[src/rtl/player_bullet_ctrl_pkg.sv]
// rtl/player_bullet_ctrl_pkg.sv - shared game constants and bullet state encoding
package player_bullet_ctrl_pkg;

    localparam int SCREEN_W = 640;
    localparam int SCREEN_H = 480;
    localparam int COORD_W  = 10;

    typedef enum logic [1:0] {
        IDLE     = 2'd0,
        FLYING   = 2'd1,
        COOLDOWN = 2'd2
    } bullet_state_t;

endpackage

[src/rtl/player_bullet_ctrl_edge.sv]
// rtl/player_bullet_ctrl_edge.sv - one-flop rising-edge detector for synchronised buttons
module edge_detect_rise (
    input  logic clk,
    input  logic rst,
    input  logic din,
    output logic rise
);

    logic din_q;
    logic din_d;

    always_comb begin
        din_d = din;
    end

    always_ff @(posedge clk or posedge rst) begin
        if (rst) begin
            din_q <= 1'b0;
        end else begin
            din_q <= din_d;
        end
    end

    assign rise = din & ~din_q;

endmodule

[src/rtl/player_bullet_ctrl.sv]
// rtl/player_bullet_ctrl.sv - single player bullet: launch on fire, climb per move_tick, retire on hit or top exit
module player_bullet_ctrl #(
    parameter int BULLET_SPEED   = 4,
    parameter int X_OFFSET       = 20,
    parameter int LAUNCH_DY      = 10,
    parameter int COOLDOWN_TICKS = 8,
    parameter int SCREEN_W       = player_bullet_ctrl_pkg::SCREEN_W
) (
    input  logic                                   clk,
    input  logic                                   rst,
    input  logic                                   move_tick,
    input  logic                                   fire,
    input  logic [player_bullet_ctrl_pkg::COORD_W-1:0] player_x,
    input  logic [player_bullet_ctrl_pkg::COORD_W-1:0] player_y,
    input  logic                                   hit,
    output logic [player_bullet_ctrl_pkg::COORD_W-1:0] b_x,
    output logic [player_bullet_ctrl_pkg::COORD_W-1:0] b_y,
    output logic                                   bullet_en,
    output logic                                   shot
);

    import player_bullet_ctrl_pkg::*;

    localparam int CNT_W = (COOLDOWN_TICKS < 1) ? 1 : $clog2(COOLDOWN_TICKS + 1);

    localparam logic [COORD_W:0]   X_MAX     = (COORD_W + 1)'(SCREEN_W - 1);
    localparam logic [COORD_W:0]   X_OFF     = (COORD_W + 1)'(X_OFFSET);
    localparam logic [COORD_W-1:0] DY        = COORD_W'(LAUNCH_DY);
    localparam logic [COORD_W-1:0] SPEED     = COORD_W'(BULLET_SPEED);
    localparam logic [CNT_W-1:0]   CNT_RELOAD = CNT_W'(COOLDOWN_TICKS);

    bullet_state_t      state_q, state_d;
    logic [CNT_W-1:0]   cnt_q, cnt_d;
    logic [COORD_W-1:0] b_x_q, b_x_d;
    logic [COORD_W-1:0] b_y_q, b_y_d;
    logic               bullet_en_q, bullet_en_d;
    logic               shot_q, shot_d;

    logic               fire_rise;
    logic [COORD_W:0]   launch_x_wide;
    logic [COORD_W-1:0] launch_x;
    logic [COORD_W-1:0] launch_y;

    edge_detect_rise u_fire_edge (
        .clk  (clk),
        .rst  (rst),
        .din  (fire),
        .rise (fire_rise)
    );

    // One extra bit on the x sum so a nose past the right edge clamps instead of wrapping.
    always_comb begin
        launch_x_wide = {1'b0, player_x} + X_OFF;
        launch_x      = (launch_x_wide > X_MAX) ? X_MAX[COORD_W-1:0] : launch_x_wide[COORD_W-1:0];
        launch_y      = (player_y < DY) ? '0 : player_y - DY;
    end

    always_comb begin
        state_d     = state_q;
        cnt_d       = cnt_q;
        b_x_d       = b_x_q;
        b_y_d       = b_y_q;
        bullet_en_d = bullet_en_q;
        shot_d      = 1'b0;

        case (state_q)
            IDLE: begin
                if (fire_rise) begin
                    b_x_d       = launch_x;
                    b_y_d       = launch_y;
                    bullet_en_d = 1'b1;
                    shot_d      = 1'b1;
                    state_d     = FLYING;
                end
            end
            FLYING: begin
                // A hit wins over a simultaneous move so b_y freezes where the judge saw it.
                if (hit || (move_tick && (b_y_q < SPEED))) begin
                    bullet_en_d = 1'b0;
                    cnt_d       = CNT_RELOAD;
                    state_d     = COOLDOWN;
                end else if (move_tick) begin
                    b_y_d = b_y_q - SPEED;
                end
            end
            COOLDOWN: begin
                if (cnt_q == '0) begin
                    state_d = IDLE;
                end else if (move_tick) begin
                    cnt_d = cnt_q - 1'b1;
                end
            end
            default: begin
                state_d     = IDLE;
                bullet_en_d = 1'b0;
            end
        endcase
    end

    always_ff @(posedge clk or posedge rst) begin
        if (rst) begin
            state_q     <= IDLE;
            cnt_q       <= '0;
            b_x_q       <= '0;
            b_y_q       <= '0;
            bullet_en_q <= 1'b0;
            shot_q      <= 1'b0;
        end else begin
            state_q     <= state_d;
            cnt_q       <= cnt_d;
            b_x_q       <= b_x_d;
            b_y_q       <= b_y_d;
            bullet_en_q <= bullet_en_d;
            shot_q      <= shot_d;
        end
    end

    assign b_x       = b_x_q;
    assign b_y       = b_y_q;
    assign bullet_en = bullet_en_q;
    assign shot      = shot_q;

endmodule

[config.mk]
export PLATFORM = sky130hd
export DESIGN_NAME = player_bullet_ctrl
export DESIGN_NICKNAME = d
export VERILOG_FILES = /design/src/rtl/player_bullet_ctrl_pkg.sv /design/src/rtl/player_bullet_ctrl_edge.sv /design/src/rtl/player_bullet_ctrl.sv
export SDC_FILE = /design/constraint.sdc
export NUM_CORES = 1
export LEC_CHECK = 0
export CORE_UTILIZATION = 30
export CTS_CLUSTER_DIAMETER = 120
export DETAILED_ROUTE_END_ITERATION = 10
export PLACE_DENSITY_LB_ADDON = 0.1
export SLEW_MARGIN = 30
export SYNTH_ARGS = -nofsm -noshare
export SYNTH_HDL_FRONTEND = slang
export SYNTH_SLANG_ARGS = --single-unit
[constraint.sdc]
create_clock -name clk -period 2.89 [get_ports clk]
set_input_delay 0.7225 -clock clk [delete_from_list [all_inputs] [get_ports clk]]
set_output_delay 0.7225 -clock clk [all_outputs]
set_load 0.02 [all_outputs]
==> key figures, run 1 <==
Status
  • Status: completed

Setup path
  • Worst Setup Start Kind: input port
  • Crit path kind: input port to register
  • Worst path cell trace: clkdlybuf4s50_1 -> ha_1 -> nor2_1 -> or3b_2 -> a221oi_1 -> a22o_1 -> a21oi_1
  • Worst Path Buf+Inv: 1
  • Crit-path slowest cell: clkdlybuf4s50_1
  • FF-to-FF setup slack: 0.60 ns
  • Worst R2R Start: b_y[4]
  • Critical path origin: player_x[2]
  • Crit path capture type: register
  • CP top delay family: compound AO/OA/AOI/OAI gates
  • Worst Path Arrival: 2.68 ns
  • Max stage delay on crit path: 0.52 ns
  • Crit Path Max Fanout: 7
  • Worst EP required: 3.04 ns

Die
  • Die width: 77.4 µm
  • Die height: 77.4 µm
  • Die area: 0.00599 mm²
  • # IOs: 47
  • Site Rows: 27
  • Core box area: 0.00551 mm²
  • Initial Util: 31.0%

Synth
  • Netlist cell types: 41
  • Cells after synthesis: 197
  • Post-Syn Area: 0.00171 mm²
  • Syn Nets: 227
  • Syn_area_per_cell: 8.66 µm²
  • Synth cell count leaders: dfrtp_1 (29), nor2_1 (22), a21oi_1 (21)
  • Async S/R FF share, synth: 100%
  • Share of the synthesized area in the top cell type: 42.5%
  • Post-synth top area cell: dfrtp_1
  • Post-synth EDFFs: 0
  • Primary FF master, synth: dfrtp_1
  • Most common cell in the netlist: dfrtp_1
  • #FFs+latches synth: 29
  • Seq/Total Area, Yosys: 42.5%
  • Synth Warn #: 0
  • Area contributors post-synth: dfrtp_1 (43%), a21oi_1 (6.2%), nor2_1 (4.8%)

Hold path
  • Worst Hold Class: register to register
  • Hold path start: b_y[0]

STA
  • Worst Tran Pin Value: 0.608 ns
  • Finish-stage setup viols: 0
  • Max Clk Rate: 0.397 GHz
  • Slew Limit Fails: 0
  • Setup repair after global routing missed its margin: no
  • Period utilization: 87.3%
  • Rel. slew slack: 59.2%
  • Skew final: 0.00541 ns
  • Post-route setup TNS: 0 ns
  • Final Hold Viols: 0
  • Period minus WS final: 2.52 ns

Cells and area
  • Area Overhead vs Synth: 40.6%
  • Ant diodes: 0
  • Layout cells sized above 1: 9.34%
  • Fin nets: 286

Detailed routing
  • Initial DRC Count: 104
  • Vias/cell: 4.94
  • Antenna-violating nets left: 0
  • Via count: 1626
  • DR WL/cell: 12.7 µm
  • First-pass iteration count of the detailed router: 4
  • Total wire length: 4.18 mm
  • Drt drc: 0

Pwr
  • P per Cell Area: 857 mW/mm²
  • Final Total Pwr: 2.06 mW
  • Worst VDD drop: 0.373 mV
  • Leak Pwr: 1.05 nW

Clock network
  • Total CTS buffers: 5
  • Worst-skew pair later-pin latency: 0.28 ns
  • CTS max path bufs: 2
  • CTS Sinks: 29
  • CTS tree: yes
  • Post-CTS Hold Fix Bufs: 0
  • Post-CTS Setup Inserts: 0
  • CTS Root Buffer Type: clkbuf_8
  • Post-CTS resize count: 0
  • H-tree levels: 2
  • Worst-path clk slew: 0.07 ns

Global routing
  • All-layer global routing usage: 15.0%
  • Overflow after GRT: 0
  • First-pass GRT wire length: 7.16 mm
  • Largest net degree at the start of global routing: 30
  • Number of antenna violations at the first check in global routing: 0
  • Vias in the first global route: 1518

Place
  • DP HPWL: 3.13 mm
  • RePlAce Congestion: 0.824
  • Port Buffers: 46

Run
  • Max Cap Viol: 0
-- cell type report --
cell class	count	area, µm²
fill	557	3110
multi-input combinational	146	891
sequential	29	726
timing repair buffer	58	551
tap	72	90.1
clock buffer	6	72.6
inverter	16	60.1
clock inverter	2	10.0
-- routing by layer --
layer,vias to the layer above,global-route usage (%),wire length [µm]
met5,-,0,0
met4,0,2.83,16
met3,3,4.59,197
met2,36,23.3,1900
met1,775,20.7,2070
li1,812,-,-
-- state kept, by name (all words and copies together) (netlist names) --
register,cells
b_x,10
b_y,10
cnt_q,4
state_q,2
bullet_en,1
shot,1
u_fire_edge.din_q,1
-- layout by cell type (no fill, tap or decap), types with 2 or more instances in the layout --
master	instances
nand3_1	5
mux2i_1	2
xor2_1	5
inv_1	15
nand2_1	19
clkbuf_8	5
clkinv_2	2
or3b_2	2
ha_1	5
a21o_1	2
o31ai_1	5
nand2b_1	4
clkdlybuf4s50_1	46
a311oi_1	3
nor3b_1	2
nor3_1	6
and3_1	4
nor2b_1	3
nor2_1	22
a211oi_1	2
dfrtp_1	29
a22o_1	2
a31oi_1	3
o21ai_0	9
buf_4	12
a21oi_1	21
o41ai_1	3
xnor2_1	3
-- power by group --
| group | internal (mW) | leakage, nW | switching (mW) |
|---|---|---|---|
| Combinational | 0.481 | 0.676 | 0.504 |
| Sequential | 0.587 | 0.334 | 0.167 |
| Clock | 0.166 | 0.0450 | 0.152 |
-- final timing paths --
path,to,cells past startpoint
max,b_x[3],7
min,b_y[0],2
min reg2reg,b_y[0],2
max in group asynchronous,b_y[7],3
max reg2reg,b_y[9],6
min in group asynchronous,b_x[5],3
-- cell families (layout without fill, tap and decap cells) --
group,Yosys count,count (layout),share of synthesized area (%)
flops,29,29,42.5
compound gates,57,57,21.9
mux,2,2,1.17
fa+ha+maj,5,5,3.67
buf+inv,22,82,5.28
xor+xnor,8,8,4.11
simple gates,74,74,21.3
-- through the flow --
step | area [µm²] | hold slack [ns] | utilization (%) | instances | setup WS [ns]
2_1_floorplan | 1710 | 0.515 | - | 197 | 0.699
3_3_place_gp | 2320 | 0.468 | 42.1 | 321 | 0.104
3_5_place_dp | 2320 | 0.473 | 42.1 | 321 | 0.0709
4_1_cts | 2400 | 0.486 | 43.6 | 329 | 0.381
5_1_grt | 2400 | 0.528 | 43.6 | 329 | 0.261
6_report | 2400 | 0.481 | 43.6 | 329 | 0.368
-- worst reg2reg max path: cells and delay by family (launching register included) --
family                 cells  cell delay (ns)
AND/OR/NAND/NOR            2             0.93
AO/OA/AOI/OAI              3             0.57
flip-flops                 1             0.46
buffers and inverters      1             0.20
Note: power is estimated with default switching activity, not from simulation.
==> run 2: changes to the inputs <==
CORE_UTILIZATION = 35   (was 30)
==> key figures, run 2 (synthesis gave the netlist of run 1 again) <==
Clock network
  • Worst-path clk slew: 0.06 ns
  • CTS max path bufs: 2
  • CTS tree: yes
  • Worst-skew pair later-pin latency: 0.28 ns
  • CTS Root Buffer Type: clkbuf_8
  • Total CTS buffers: 5
  • H-tree levels: 2
  • CTS Sinks: 29
  • Post-CTS Hold Fix Bufs: 0
  • Post-CTS resize count: 0
  • Post-CTS Setup Inserts: 0

Cells and area
  • Ant diodes: 0
  • Fin nets: 286
  • Non-Filler Instances: 310
  • Reg area: 726 µm²
  • Layout cells sized above 1: 9.38%
  • Commonest non-fill, non-tap cells in the layout: clkdlybuf4s50_1 (46), dfrtp_1 (29), nor2_1 (22)
  • Footprint of the multi-input gates: 891 µm²
  • Commonest non-fill, non-tap cell in the layout: clkdlybuf4s50_1
  • Area Overhead vs Synth: 40.5%
  • Fillers: 456

Place
  • Pre-CTS setup slack: 0.0525 ns
  • DP HPWL: 3.13 mm
  • RePlAce Congestion: 0.814
  • Inst Count DP: 303
  • Port Buffers: 46

Detailed routing
  • DR WL/cell: 13.4 µm
  • Antenna-violating nets left: 0
  • Drt drc: 0
  • Initial DRC Count: 91
  • Total wire length: 4.17 mm
  • First-pass iteration count of the detailed router: 4
  • Vias/cell: 5.12
  • Via count: 1587

Setup path
  • Worst R2R Start: b_y[4]
  • Worst Path Arrival: 2.70 ns
  • RR Endpoint: b_y[9]
  • Crit path kind: input port to register
  • Critical path origin: player_x[3]
  • Crit Path Max Fanout: 7
  • Worst EP required: 3.05 ns
  • Reg2Reg Depth: 6
  • Worst Setup Start Kind: input port
  • Crit path capture type: register
  • Crit path to: b_x[2]
  • FF-to-FF setup slack: 0.72 ns

Die
  • Die height: 71.8 µm
  • Core box area: 0.00469 mm²
  • Site Rows: 25
  • # IOs: 47
  • Initial Util: 36.4%
  • Die width: 71.8 µm
  • Die area: 0.00516 mm²

Run
  • Max Cap Viol: 0

STA
  • Rel. slew slack: 58.6%
  • Period utilization: 87.8%
  • Max Clk Rate: 0.394 GHz
  • Finish-stage setup viols: 0
  • Post-route setup TNS: 0 ns
  • Setup repair after global routing missed its margin: no
  • Period minus WS final: 2.54 ns
  • Slew Limit Fails: 0
  • Skew final: 0.00620 ns
  • Worst setup margin: 0.352 ns
  • Final Hold Viols: 0
  • Worst Tran Pin Value: 0.617 ns

Global routing
  • All-layer global routing usage: 17.6%
  • Vias in the first global route: 1566
  • Overflow after GRT: 0
  • First-pass GRT wire length: 7.07 mm
  • Largest net degree at the start of global routing: 30
  • Number of antenna violations at the first check in global routing: 0

Pwr
  • P per Cell Area: 890 mW/mm²
  • Final Total Pwr: 2.13 mW
  • Leak Pwr: 1.06 nW
  • Worst VDD drop: 0.382 mV

Hold path
  • Worst hold stages: 2
  • Worst Hold Class: register to register

Status
  • Status: completed
## run 2: changes by cell type in the layout (fill, tap and decap cells not counted), sizes merged
cell,previous run,this run
bufinv,0,1
clkbuf,6,5
clkinv,2,1
## run 2: worst max-delay path: stages
cell             delay [ns]
clkdlybuf4s50_1        0.51
ha_1                   0.19
nor2_1                 0.10
or3b_2                 0.44
a221oi_1               0.29
a22o_1                 0.34
a21oi_1                0.11
## run 2: power breakdown
group | internal [mW] | switching (mW) | total [mW]
Clock | 0.250 | 0.155 | 0.405
Sequential | 0.587 | 0.162 | 0.749
Combinational | 0.480 | 0.501 | 0.981
Total | 1.32 | 0.818 | 2.13
## run 2: per-stage QoR
stage / util, % / hold slack, ns / instance area [µm²]
floorplan: - / 0.515 / 1710
global placement: 48.9 / 0.461 / 2290
detailed placement: 48.9 / 0.470 / 2290
CTS: 51.1 / 0.487 / 2400
global route: 51.1 / 0.529 / 2400
finish: 51.1 / 0.480 / 2400
## run 2: worst min path at each step
stage                           from    endpoint  slack, ns
after global placement        b_y[0]      b_y[0]       0.46
after floorplan           state_q[1]  state_q[1]       0.52
after CTS                     b_y[0]      b_y[0]       0.49
after global routing          b_y[0]      b_y[0]       0.53
final                         b_y[0]      b_y[0]       0.48
after detailed placement      b_y[0]      b_y[0]       0.47
## run 2: final cells by class
type | instances | area share, %
flip-flops and latches | 29 | 30.3
inverters | 16 | 2.50
multi-input cells | 146 | 37.1
clock buffers | 5 | 2.87
clock inverters | 2 | 1.46
repair buffers | 58 | 23.0
well taps | 54 | 2.82
## run 2: metal layers
metal / vias to the layer above / track usage, % / routed length [µm]
li1: 814 / - / -
met1: 732 / 23.9 / 2020
met5: - / 0 / 0
met3: 5 / 4.50 / 204
met4: 0 / 5.88 / 40
met2: 36 / 27.5 / 1900
